File: config.mk
export PLATFORM = sky130hd
export DESIGN_NAME = rr_mux4_arbiter_flat
export DESIGN_NICKNAME = d
export VERILOG_FILES = /design/src/rtl/rr_mux4_arbiter_if.sv /design/src/rtl/rr_mux4_arbiter.sv /design/src/flat_wrapper.sv
export SDC_FILE = /design/constraint.sdc
export NUM_CORES = 1
export LEC_CHECK = 0
export BUFFER_PORTS_ARGS = -buffer_cell sky130_fd_sc_hd__buf_2
export CAP_MARGIN = 15
export CORE_MARGIN = 2
export CORE_UTILIZATION = 52
export CTS_CLUSTER_DIAMETER = 150
export DETAILED_ROUTE_END_ITERATION = 7
export HOLD_SLACK_MARGIN = 0.12
export PLACE_DENSITY = 0.79
export REMOVE_ABC_BUFFERS = 1
export SKIP_CTS_REPAIR_TIMING = 1
export SYNTH_ARGS = -nofsm -noshare
export SYNTH_HDL_FRONTEND = slang
export SYNTH_SLANG_ARGS = --single-unit
File: constraint.sdc
create_clock -name clk -period 2.8 [get_ports clk]
set_clock_uncertainty 0.05 [all_clocks]
set_input_delay 0 -clock clk [delete_from_list [all_inputs] [get_ports clk]]
set_output_delay 0 -clock clk [all_outputs]
set_load 0.02 [all_outputs]
File: src/rtl/rr_mux4_arbiter_if.sv
// Bundle for the round-robin mux arbiter: four requests, four 4-bit data
// channels, and the registered grant/select/data outputs.
interface rr_mux4_arbiter_if;
    logic [3:0] req;
    logic [3:0] a;
    logic [3:0] b;
    logic [3:0] c;
    logic [3:0] d;
    logic [3:0] gnt;
    logic [1:0] sel;
    logic       busy;
    logic [3:0] f;
    logic       f_valid;

    modport master (
        output req, a, b, c, d,
        input  gnt, sel, busy, f, f_valid
    );

    modport slave (
        input  req, a, b, c, d,
        output gnt, sel, busy, f, f_valid
    );
endinterface

File: src/rtl/rr_mux4_arbiter.sv
// Round-robin arbiter owning the select of a shared 4:1 4-bit mux; grants one
// requester at a time for at most MAX_HOLD cycles and registers its word onto f.
module rr_mux4_arbiter #(
    parameter int unsigned MAX_HOLD = 4
) (
    input  logic             clk,
    input  logic             rst,
    rr_mux4_arbiter_if.slave bus
);
    localparam logic [3:0] HOLD = 4'(MAX_HOLD);

    typedef enum logic {IDLE, GRANT} state_t;

    state_t     state_reg,   state_next;
    logic [1:0] ptr_reg,     ptr_next;
    logic [3:0] cnt_reg,     cnt_next;
    logic [3:0] gnt_reg,     gnt_next;
    logic [1:0] sel_reg,     sel_next;
    logic [3:0] f_reg,       f_next;
    logic       f_valid_reg, f_valid_next;

    logic [3:0] others;
    logic [3:0] search_req;
    logic [1:0] search_start;
    logic [3:0] rot;
    logic [1:0] offset;
    logic [1:0] winner;
    logic       release_c;
    logic       word_c;
    logic [3:0] mux_out;

    // Competing requesters exclude the current owner, so an expired owner
    // can only win again when nobody else is waiting.
    assign others       = bus.req & ~gnt_reg;
    assign search_req   = (state_reg == IDLE) ? bus.req : others;
    assign search_start = (state_reg == IDLE) ? ptr_reg : sel_reg + 2'd1;

    generate
        for (genvar gi = 0; gi < 4; gi++) begin : g_rot
            assign rot[gi] = search_req[search_start + 2'(gi)];
        end
    endgenerate

    always_comb begin
        offset = 2'd0;
        for (int i = 3; i >= 0; i--) begin
            if (rot[i]) offset = 2'(i);
        end
    end

    assign winner    = search_start + offset;
    assign release_c = !bus.req[sel_reg] || ((cnt_reg == HOLD) && (|others));

    always_comb begin
        state_next = state_reg;
        ptr_next   = ptr_reg;
        cnt_next   = cnt_reg;
        gnt_next   = gnt_reg;
        sel_next   = sel_reg;
        case (state_reg)
            IDLE: begin
                if (|bus.req) begin
                    state_next = GRANT;
                    gnt_next   = 4'b0001 << winner;
                    sel_next   = winner;
                    cnt_next   = 4'd1;
                end
            end
            GRANT: begin
                if (release_c) begin
                    ptr_next = sel_reg + 2'd1;
                    if (|others) begin
                        gnt_next = 4'b0001 << winner;
                        sel_next = winner;
                        cnt_next = 4'd1;
                    end else begin
                        state_next = IDLE;
                        gnt_next   = 4'b0000;
                    end
                end else if (cnt_reg < HOLD) begin
                    cnt_next = cnt_reg + 4'd1;
                end else begin
                    cnt_next = 4'd1;
                end
            end
            default: begin
                state_next = IDLE;
                gnt_next   = 4'b0000;
            end
        endcase
    end

    always_comb begin
        mux_out = bus.a;
        case (sel_reg)
            2'd0:    mux_out = bus.a;
            2'd1:    mux_out = bus.b;
            2'd2:    mux_out = bus.c;
            default: mux_out = bus.d;
        endcase
    end

    // A word moves only when the owner still requests on this edge.
    assign word_c       = |(gnt_reg & bus.req);
    assign f_next       = word_c ? mux_out : f_reg;
    assign f_valid_next = word_c;

    always_ff @(posedge clk or posedge rst) begin
        if (rst) begin
            state_reg   <= IDLE;
            ptr_reg     <= 2'd0;
            cnt_reg     <= 4'd0;
            gnt_reg     <= 4'b0000;
            sel_reg     <= 2'd0;
            f_reg       <= 4'd0;
            f_valid_reg <= 1'b0;
        end else begin
            state_reg   <= state_next;
            ptr_reg     <= ptr_next;
            cnt_reg     <= cnt_next;
            gnt_reg     <= gnt_next;
            sel_reg     <= sel_next;
            f_reg       <= f_next;
            f_valid_reg <= f_valid_next;
        end
    end

    assign bus.gnt     = gnt_reg;
    assign bus.sel     = sel_reg;
    assign bus.busy    = |gnt_reg;
    assign bus.f       = f_reg;
    assign bus.f_valid = f_valid_reg;
endmodule

File: src/flat_wrapper.sv
// flat-port wrapper written by rule: the top's interface ports become plain ports
module rr_mux4_arbiter_flat 
#(
    parameter int unsigned MAX_HOLD = 4
)
  (clk, rst, bus_req, bus_a, bus_b, bus_c, bus_d, bus_gnt, bus_sel, bus_busy, bus_f, bus_f_valid);
  rr_mux4_arbiter_if bus_i ();
  input  logic clk;
  input  logic rst;
  input wire logic [$bits(bus_i.req)-1:0] bus_req;
  input wire logic [$bits(bus_i.a)-1:0] bus_a;
  input wire logic [$bits(bus_i.b)-1:0] bus_b;
  input wire logic [$bits(bus_i.c)-1:0] bus_c;
  input wire logic [$bits(bus_i.d)-1:0] bus_d;
  output wire logic [$bits(bus_i.gnt)-1:0] bus_gnt;
  output wire logic [$bits(bus_i.sel)-1:0] bus_sel;
  output wire logic [$bits(bus_i.busy)-1:0] bus_busy;
  output wire logic [$bits(bus_i.f)-1:0] bus_f;
  output wire logic [$bits(bus_i.f_valid)-1:0] bus_f_valid;
  assign bus_i.req = bus_req;
  assign bus_i.a = bus_a;
  assign bus_i.b = bus_b;
  assign bus_i.c = bus_c;
  assign bus_i.d = bus_d;
  assign bus_gnt = bus_i.gnt;
  assign bus_sel = bus_i.sel;
  assign bus_busy = bus_i.busy;
  assign bus_f = bus_i.f;
  assign bus_f_valid = bus_i.f_valid;
  rr_mux4_arbiter #(.MAX_HOLD(MAX_HOLD)) u_core (.clk(clk), .rst(rst), .bus(bus_i));
endmodule
### Word-level counts from Yosys, hierarchy flattened

Cells that the tools add are included.

| storage, ports and cells | value |
|---|---|
| bits in registers | 18 |
| bits of input ports | 22 |

| cells by class | value |
|---|---|
| add/sub/neg operators | 6 |
| $lt $le $gt $ge | 6 |
| eq/ne operators | 7 |
| shift-type cells | 1 |
| muxes and demuxes | 34 |
| bitwise logic cells | 4 |
| reductions and logical operators | 12 |

Operator list:

| operator | number |
|---|---|
| two-way mux 4 bit | 8 |
| two-way mux 2 bit | 8 |
| one-hot mux 4 bit (2 select lines) | 2 |
| OR reduction 4 bit | 4 |
| < comparator 2 x 3 -> 1 bit (second input constant) | 5 |
| one-hot mux 4 bit (3 select lines) | 1 |
| binary-select mux 1 bit (select 2 bit) | 5 |
| bitwise AND 4 bit | 2 |
| two-way mux 1 bit | 8 |
| != test 2 bit (second input constant) | 3 |
| AND reduction 2 bit | 3 |
| adder 2 x 1 -> 2 bit (second input constant) | 2 |
| adder 2 bit (second input constant) | 2 |
| adder 4 x 1 -> 4 bit (second input constant) | 1 |
| equality test 4 x 3 -> 1 bit (second input constant) | 1 |
| < comparator 4 x 3 -> 1 bit (second input constant) | 1 |
| NOT 4 bit | 1 |
| one-hot mux 2 bit (2 select lines) | 1 |
| left shift 1 x 2 -> 4 bit (first input constant) | 1 |
| != test 3 bit (second input constant) | 1 |
| AND reduction 3 bit | 1 |
| adder 2 bit | 1 |
| equality test 2 x 1 -> 1 bit (second input constant) | 1 |
| equality test 2 bit (second input constant) | 1 |
| 6 further kinds | 6 |

### Logic depth before layout (Yosys ltp)

Gate-level depths: netlist (run 1).

| depth | value |
|---|---|
| word-level depth | 14 |
| depth in mapped cells | 11 |

### Worst setup path before layout (run 1)

Ideal clock, no wire load.

| timing path | value |
|---|---|
| kind | register to register |
| from | register u_core.sel_reg[0] (netlist: u_core.bus.sel[0]) |
| to | register u_core.gnt_reg[2] (netlist: u_core.bus.gnt[2]) |
| library setup time | 110 ps |
| data arrival time | 2,499 ps |
| required time | 2,640 ps |
| slack | 141 ps |
| cell stages (with the launch flop) | 11 |
| buffers on the path | 0 |
| cell sequence | dfrtp_1 -> inv_1 -> ha_1 -> mux2i_2 -> o311ai_0 -> o21ai_0 -> nand2_1 -> ha_1 -> xnor2_1 -> nor3_1 -> o41ai_1 |

| on the way | value |
|---|---|
| cells in the longest elaborated chain, start to end | 14 |
| elaborated cells between the ends (all ways) | 29 |

Ends and longest elaborated chain:

| element | RTL line | text |
|---|---|---|
| from (decl) | rr_mux4_arbiter.sv:18 | `logic [1:0] sel_reg, sel_next;` |
| from (signal assigned) | rr_mux4_arbiter.sv:122 | `sel_reg <= sel_next;` |
| adder 2 x 1 -> 2 bit | rr_mux4_arbiter.sv:36 | `assign search_start = (state_reg == IDLE) ? ptr_reg : sel_reg + 2'd1;` |
| two-way mux 2 bit | rr_mux4_arbiter.sv:36 |  |
| adder 2 bit | rr_mux4_arbiter.sv:40 | `assign rot[gi] = search_req[search_start + 2'(gi)];` |
| binary-select mux 1 bit (select 2 bit) | rr_mux4_arbiter.sv:40 |  |
| two-way mux 1 bit (implied by the code) | rr_mux4_arbiter.sv:40 |  |
| two-way mux 2 bit (4 in series) | rr_mux4_arbiter.sv:47 | `if (rot[i]) offset = 2'(i);` |
| adder 2 bit | rr_mux4_arbiter.sv:51 | `assign winner = search_start + offset;` |
| left shift 1 x 2 -> 4 bit | rr_mux4_arbiter.sv:64, rr_mux4_arbiter.sv:73 |  |
| two-way mux 4 bit | rr_mux4_arbiter.sv:72 | `if (\|others) begin` |
| two-way mux 4 bit | rr_mux4_arbiter.sv:70 | `if (release_c) begin` |
| one-hot mux 4 bit (2 select lines) | rr_mux4_arbiter.sv:60 | `case (state_reg)` |
| to (signal assigned) | rr_mux4_arbiter.sv:121 | `gnt_reg <= gnt_next;` |
| to (decl) | rr_mux4_arbiter.sv:17 | `logic [3:0] gnt_reg, gnt_next;` |

Parallel ways exist; a longest one is shown, timed or not. The select of a mux whose other input is x is not followed.
A chain may end at the register's enable or synchronous reset.

### Worst setup path after layout (run 1)

| timing path | value |
|---|---|
| from | register u_core.state_reg |
| to | register u_core.gnt_reg[3] (netlist: u_core.bus.gnt[3]) |

| on the way | value |
|---|---|
| cells in the longest elaborated chain, start to end | 13 |
| elaborated cells between the ends (all ways) | 27 |

Ends and longest elaborated chain:

| element | RTL line | text |
|---|---|---|
| from (decl) | rr_mux4_arbiter.sv:14 | `state_t state_reg, state_next;` |
| from (signal assigned) | rr_mux4_arbiter.sv:118 | `state_reg <= state_next;` |
| two-way mux 2 bit | rr_mux4_arbiter.sv:36 |  |
| adder 2 bit | rr_mux4_arbiter.sv:40 |  |
| binary-select mux 1 bit (select 2 bit) | rr_mux4_arbiter.sv:40 |  |
| two-way mux 1 bit (implied by the code) | rr_mux4_arbiter.sv:40 |  |
| two-way mux 2 bit (4 in series) | rr_mux4_arbiter.sv:47 |  |
| adder 2 bit | rr_mux4_arbiter.sv:51 |  |
| left shift 1 x 2 -> 4 bit | rr_mux4_arbiter.sv:64, rr_mux4_arbiter.sv:73 |  |
| two-way mux 4 bit | rr_mux4_arbiter.sv:72 |  |
| two-way mux 4 bit | rr_mux4_arbiter.sv:70 |  |
| one-hot mux 4 bit (2 select lines) | rr_mux4_arbiter.sv:60 |  |

Parallel ways exist; a longest one is shown, timed or not. The select of a mux whose other input is x is not followed.

==> flow_metrics.env, run 1 <==
export IMPL_pwr_share_clk_pct=7.9
export IMPL_ys_flop_type="dfrtp_1"
export IMPL_worstPathCellList="nor2b_1, or2_4, o311ai_0, o21ai_0, nand2_1, ha_1, xor2_1, a21oi_1, o41ai_1"
export IMPL_maxSlewHeadroom_pct=52.46
export IMPL_peakVddDrop_v=0.0009878
export IMPL_worstSkewPairLatency_ps=300
export IMPL_vias=1354
export IMPL_antenna_found_initial=0
export IMPL_die_h_um=54.24
export IMPL_synth_distinct_cells=47
export IMPL_grt_pass1_vias=1228
export IMPL_num_fill_cells=201
export IMPL_pin_count=34
export IMPL_yosys_warnings=0
export IMPL_worstHoldPathType="in -> reg"
export IMPL_hold_viol=0
export IMPL_cp_start_kind="flop"
export IMPL_path_buf_inv=0
export IMPL_buffer_ports_inserted=33
export IMPL_cts_htree_levels=1
export IMPL_reg2reg_slack_ps=200
export IMPL_cp_max_fo=11
export IMPL_maxCapViolations=0
export IMPL_rsz0062_at_grt="false"
export IMPL_intPower_mw=1.071
export IMPL_dpl_hpwl_mm=2.659
export IMPL_numCtsBuffers=3
export IMPL_critPathSlowestCell="dfrtp_2"
export IMPL_reg2reg_from="u_core.state_reg"
export IMPL_tritoncts="built"
export IMPL_dieArea_um2=2942
export IMPL_yosysTopAreaCell="dfrtp_1"
export IMPL_syn_area_per_cell_um2=9.243
export IMPL_synthCells=142
export IMPL_worstPathRequired_ps=2950
export IMPL_mostFrequentLayoutCells="buf_2 (33), dfrtp_1 (16), nand2_1 (14)"
export IMPL_start_util_pct=53.96
export IMPL_fin_tns_setup_ps=0
export IMPL_postLayoutCellArea_um2=1633
export IMPL_place_congestion=0.8249
export IMPL_diodes=0
export IMPL_grt_pass1_wl_mm=5.485
export IMPL_crit_cells=9
export IMPL_core_area_um2=2432
export IMPL_synth_top_area_share_pct=34.32
export IMPL_slew_viol_final=0
export IMPL_rows=18
export IMPL_synthTopCellsByArea="dfrtp_1 (34%), ha_1 (6.7%), o21ai_0 (4.2%), nand2_1 (4.0%), nor2_1 (3.4%)"
export IMPL_switching_share_pct=49.38
export IMPL_synth_area_um2=1313
export IMPL_areaGrowthSynthToFinish_pct=24.40
export IMPL_power_density_nw_per_um2=1296
export IMPL_routed_wl_mm=3.495
export IMPL_crit_family="compound AO/OA/AOI/OAI gates"
export IMPL_multi_input_area_um2=830.8
export IMPL_track_usage_pct=25.94
export IMPL_clockBufferDepth=2
export IMPL_drive_gt1_share_pct=30.81
export IMPL_p_comb_share_pct=69.7
export IMPL_ys_ff_latch=18
export IMPL_p_sw_mw=1.045
export IMPL_period_minus_slack_ps=2602
export IMPL_p_seq_share_pct=22.4
export IMPL_finalCritPeriodShare_pct=92.92
export IMPL_leakage_nw=0.7542
export IMPL_wl_per_cell_um=16.26
export IMPL_layout_commonest_cell="buf_2"
export IMPL_critPathArrivalTime_ps=2750
export IMPL_clock_sinks=18
export IMPL_first_pass_iters=4
export IMPL_reg2reg_to="u_core.bus.gnt[3]"
export IMPL_min_delay_start="bus_a[2]"
export IMPL_cts_clk_slew_worst_paths_ps=120
export IMPL_vias_per_cell=6.298
export IMPL_outcome="finished clean"
export IMPL_worst_slew_pin_slew_ps=712.3
export IMPL_die_x_um=54.24
export IMPL_utilization_pct=67.13
export IMPL_fmax_mhz=384.4
export IMPL_place_ws_ps=140.1
export IMPL_async_flop_share_pct=100.0
export IMPL_end_kind="flop"
export IMPL_final_nets=215
export IMPL_worstHoldEndpoint="u_core.bus.f[2]"
export IMPL_dpl_cell_area_um2=1530
export IMPL_globalRouteOverflowTotal=0
export IMPL_r2r_cells=9
export IMPL_report_final_setup_viol=0
export IMPL_fin_ws_ps=198.3
export IMPL_drtAntennaViolNets=0
export IMPL_whs_path_depth=5
export IMPL_grt_max_degree=19
export IMPL_synth_edf_count=0
export IMPL_crit_path_max_incr_delay_ps=480
export IMPL_seq_area_um2=452.9
export IMPL_clockRootBuffer="clkbuf_4"
export IMPL_ys_seq_area_share_pct=34.32
export IMPL_crit_type="reg -> reg"
export IMPL_drt_iter0_drc=57
export IMPL_drc_errors=0
-- tightest hold or removal path, cell delays in order --
cell      delay (ps)
buf_2             80
a222oi_1          60
nand2_1           70
o21ai_0           70
a21oi_1          140
-- logic make-up (layout without fill, tap and decap cells) --
kind of cell	after synthesis	in the layout	share of synthesized area [%]
compound gates	53	53	32.03
xor+xnor	2	2	1.335
fa+ha+maj	7	7	6.673
buf+inv	11	54	3.432
flops	18	18	34.32
mux	4	4	4.385
simple gates	47	47	17.83
-- stage by stage --
| step | hold WS [ps] | std cells | power, mW |
|---|---|---|---|
| after global placement | 70.61 | 206 | 1.819 |
| after global routing | 155.8 | 215 | 2.288 |
| after CTS | -237.0 | 210 | 2.059 |
| final | 126.0 | 215 | 2.116 |
| after detailed placement | 101.8 | 206 | 1.886 |
| after floorplan | -111.4 | 139 | 1.500 |
-- Yosys cell counts (all sizes together), types with 2 or more instances --
master / n
a21boi: 5
nand2b: 4
a22oi: 2
nor2: 12
mux2i: 2
ha: 7
o21ai: 11
a21bo: 3
o2111ai: 2
o22ai: 3
dfrtp: 18
o41ai: 2
nor3: 3
a32o: 2
nand2: 14
o2111a: 2
buf: 3
nor2b: 3
inv: 8
a222oi: 4
a21oi: 7
or4: 2
nand3: 2
-- layout make-up --
cell class / count / area share [%]
tap: 30 / 2.299
timing repair buffer: 42 / 15.02
clock buffer: 4 / 2.222
inverter: 8 / 1.839
multi-input combinational: 113 / 50.88
sequential: 18 / 27.74
-- routing by layer --
metal  global-route usage, %  routed length, µm  up-vias
li1                        -                  -      632
met5                       0                  0        -
met2                   46.39               1700       73
met3                   2.732                316        6
met4                   8.750                 42        0
met1                   32.30               1436      643
-- worst max path at each step --
stage | start | to | slack [ps]
final | u_core.state_reg | u_core.bus.gnt[3] | 200
after global routing | u_core.state_reg | u_core.bus.gnt[3] | 7
after CTS | u_core.state_reg | u_core.bus.gnt[3] | 100
after detailed placement | u_core.state_reg | u_core.bus.gnt[3] | 140
after global placement | u_core.state_reg | u_core.bus.gnt[2] | 350
after floorplan | u_core.bus.sel[0] | u_core.bus.gnt[2] | 140
-- power groups by stage --
stage	clock network [mW]	registers [mW]	logic, mW
floorplan	0	0.563	0.937
global placement	0	0.469	1.35
detailed placement	0	0.475	1.41
CTS	0.172	0.469	1.42
global route	0.181	0.490	1.62
finish	0.167	0.474	1.48
Note: power is estimated with default switching activity, not from simulation.
==> run 2: changes to the inputs <==
GPL_TIMING_DRIVEN = 0   (was not set)
clock period = 2.5 ns   (was 2.8 ns; I/O delays follow)
==> run 2 against run 1 <==
Net effect: routed wire length is 9.6% higher; flip-flop and latch count unchanged; cell count is 4.2% higher; sequential share of layout area down 2.2 points; design area grew 9.5%; die area unchanged; sequential power is 15% higher; via count grew 3.5%; hold slack got worse by 25 ps; setup slack lost 140 ps.
==> flow_metrics.env, run 2 (same netlist as run 1, synthesis figures left out) <==
export IMPL_numCtsBuffers=3
export IMPL_vias=1402
export IMPL_clockBufferDepth=2
export IMPL_dieArea_um2=2942
export IMPL_period_minus_slack_ps=2438
export IMPL_grt_max_degree=19
export IMPL_cp_max_fo=7
export IMPL_drive_gt1_share_pct=39.18
export IMPL_num_fill_cells=180
export IMPL_crit_path_max_incr_delay_ps=540
export IMPL_antenna_found_initial=0
export IMPL_tritoncts="built"
export IMPL_worstPathRequired_ps=2670
export IMPL_drt_iter0_drc=62
export IMPL_worst_slew_pin_slew_ps=683.1
export IMPL_final_nets=224
export IMPL_p_sw_mw=1.338
export IMPL_slew_viol_final=0
export IMPL_diodes=0
export IMPL_r2r_cells=11
export IMPL_core_area_um2=2432
export IMPL_fin_tns_setup_ps=0
export IMPL_pwr_share_clk_pct=6.9
export IMPL_crit_cells=11
export IMPL_clockRootBuffer="clkbuf_4"
export IMPL_leakage_nw=0.8215
export IMPL_grt_pass1_vias=1153
export IMPL_outcome="finished clean"
export IMPL_critPathArrivalTime_ps=2610
export IMPL_crit_family="compound AO/OA/AOI/OAI gates"
export IMPL_reg2reg_from="u_core.state_reg"
export IMPL_path_buf_inv=2
export IMPL_dpl_hpwl_mm=2.479
export IMPL_rsz0062_at_grt="true"
export IMPL_reg2reg_to="u_core.bus.gnt[2]"
export IMPL_fin_ws_ps=61.82
export IMPL_maxCapViolations=0
export IMPL_seq_area_um2=456.7
export IMPL_peakVddDrop_v=0.001361
export IMPL_routed_wl_mm=3.829
export IMPL_dpl_cell_area_um2=1500
export IMPL_worstPathCellList="buf_4, buf_4, a21bo_2, nand2_1, o22ai_1, o21ai_1, nand2_1, ha_4, xnor2_4, nor3_2, o41ai_2"
export IMPL_crit_type="reg -> reg"
export IMPL_grt_pass1_wl_mm=4.802
export IMPL_rows=18
export IMPL_hold_viol=0
export IMPL_worstSkewPairLatency_ps=320
export IMPL_pin_count=34
export IMPL_end_kind="flop"
export IMPL_fin_cells=224
export IMPL_critPathSlowestCell="dfrtp_4"
export IMPL_drc_errors=0
export IMPL_die_h_um=54.24
export IMPL_switching_share_pct=48.03
export IMPL_drtAntennaViolNets=0
export IMPL_fmax_mhz=410.1
export IMPL_buffer_ports_inserted=33
export IMPL_p_comb_share_pct=73.6
export IMPL_cts_htree_levels=1
export IMPL_layout_commonest_cell="buf_2"
export IMPL_reg2reg_slack_ps=60
export IMPL_first_pass_iters=4
export IMPL_vias_per_cell=6.259
export IMPL_clock_sinks=18
export IMPL_areaGrowthSynthToFinish_pct=36.22
export IMPL_worstHoldPathType="in -> reg"
export IMPL_maxSlewHeadroom_pct=54.41
export IMPL_cts_clk_slew_worst_paths_ps=120
export IMPL_power_density_nw_per_um2=1558
export IMPL_globalRouteOverflowTotal=0
export IMPL_place_congestion=0.8493
export IMPL_p_seq_share_pct=19.5
export IMPL_report_final_setup_viol=0
export IMPL_mostFrequentLayoutCells="buf_2 (33), dfrtp_1 (15), nand2_1 (14)"
export IMPL_track_usage_pct=23.04
export IMPL_worstSetupEndpoint="u_core.bus.gnt[2]"
export IMPL_finalCritPeriodShare_pct=97.53
export IMPL_die_x_um=54.24
export IMPL_postLayoutCellArea_um2=1788
export IMPL_whs_ps=101.1
export IMPL_multi_input_area_um2=914.6
export IMPL_intPower_mw=1.448
export IMPL_critPathLaunch="u_core.state_reg"
export IMPL_dp_cells=202
export IMPL_cp_start_kind="flop"
export IMPL_start_util_pct=53.96
export IMPL_place_ws_ps=-479.9
export IMPL_wl_per_cell_um=17.09
## run 2: cell count changes in the layout (fill, tap and decap cells not counted), sizes merged
cell  delta
buf      +9
## run 2: metal layers
layer	track usage, %	vias up	share of wire (%)
li1	-	648	-
met2	40.36	93	49
met3	4.372	9	9.5
met4	8.750	0	2.0
met1	27.85	652	39
met5	0	-	0
## run 2: layout make-up
| cell class | count | share of cell area [%] |
|---|---|---|
| multi-input cells | 113 | 51.15 |
| flip-flops and latches | 18 | 25.54 |
| repair buffers | 51 | 17.49 |
| well taps | 30 | 2.099 |
| clock buffers | 4 | 2.029 |
| inverters | 8 | 1.680 |
## run 2: worst min-delay path by stage
| stage | to | slack [ps] | cells after the start | startpoint |
|---|---|---|---|---|
| 2_1_floorplan | u_core.bus.f[0] | -110 | 1 | rst |
| 3_3_place_gp | u_core.bus.f[1] | 60 | 2 | rst |
| 3_5_place_dp | u_core.bus.f[0] | 80 | 2 | rst |
| 4_1_cts | u_core.ptr_reg[0] | -270 | 2 | rst |
| 5_1_grt | u_core.bus.f[2] | 120 | 5 | bus_a[2] |
| 6_report | u_core.bus.f[2] | 100 | 5 | bus_a[2] |
## run 2: worst register-to-register path, cell delays in order (launching register included)
cell,delay [ps]
dfrtp_4,540
buf_4,190
buf_4,150
a21bo_2,240
nand2_1,70
o22ai_1,80
o21ai_1,120
nand2_1,110
ha_4,210
xnor2_4,170
nor3_2,90
o41ai_2,340
## run 2: power by group through the flow
stage               clock network (mW)  registers, mW  logic, mW
finish                           0.192          0.544       2.05
detailed placement                   0          0.562       1.50
global route                     0.207          0.557       2.20
global placement                     0          0.551       1.43
floorplan                            0          0.630       1.05
CTS                              0.191          0.556       1.50
## run 2: stage by stage
stage / total power [mW] / utilization, %
final: 2.786 / 73.51
after CTS: 2.249 / 63.17
after global routing: 2.965 / 73.51
after floorplan: 1.680 / -
after detailed placement: 2.057 / 61.68
after global placement: 1.976 / 61.68
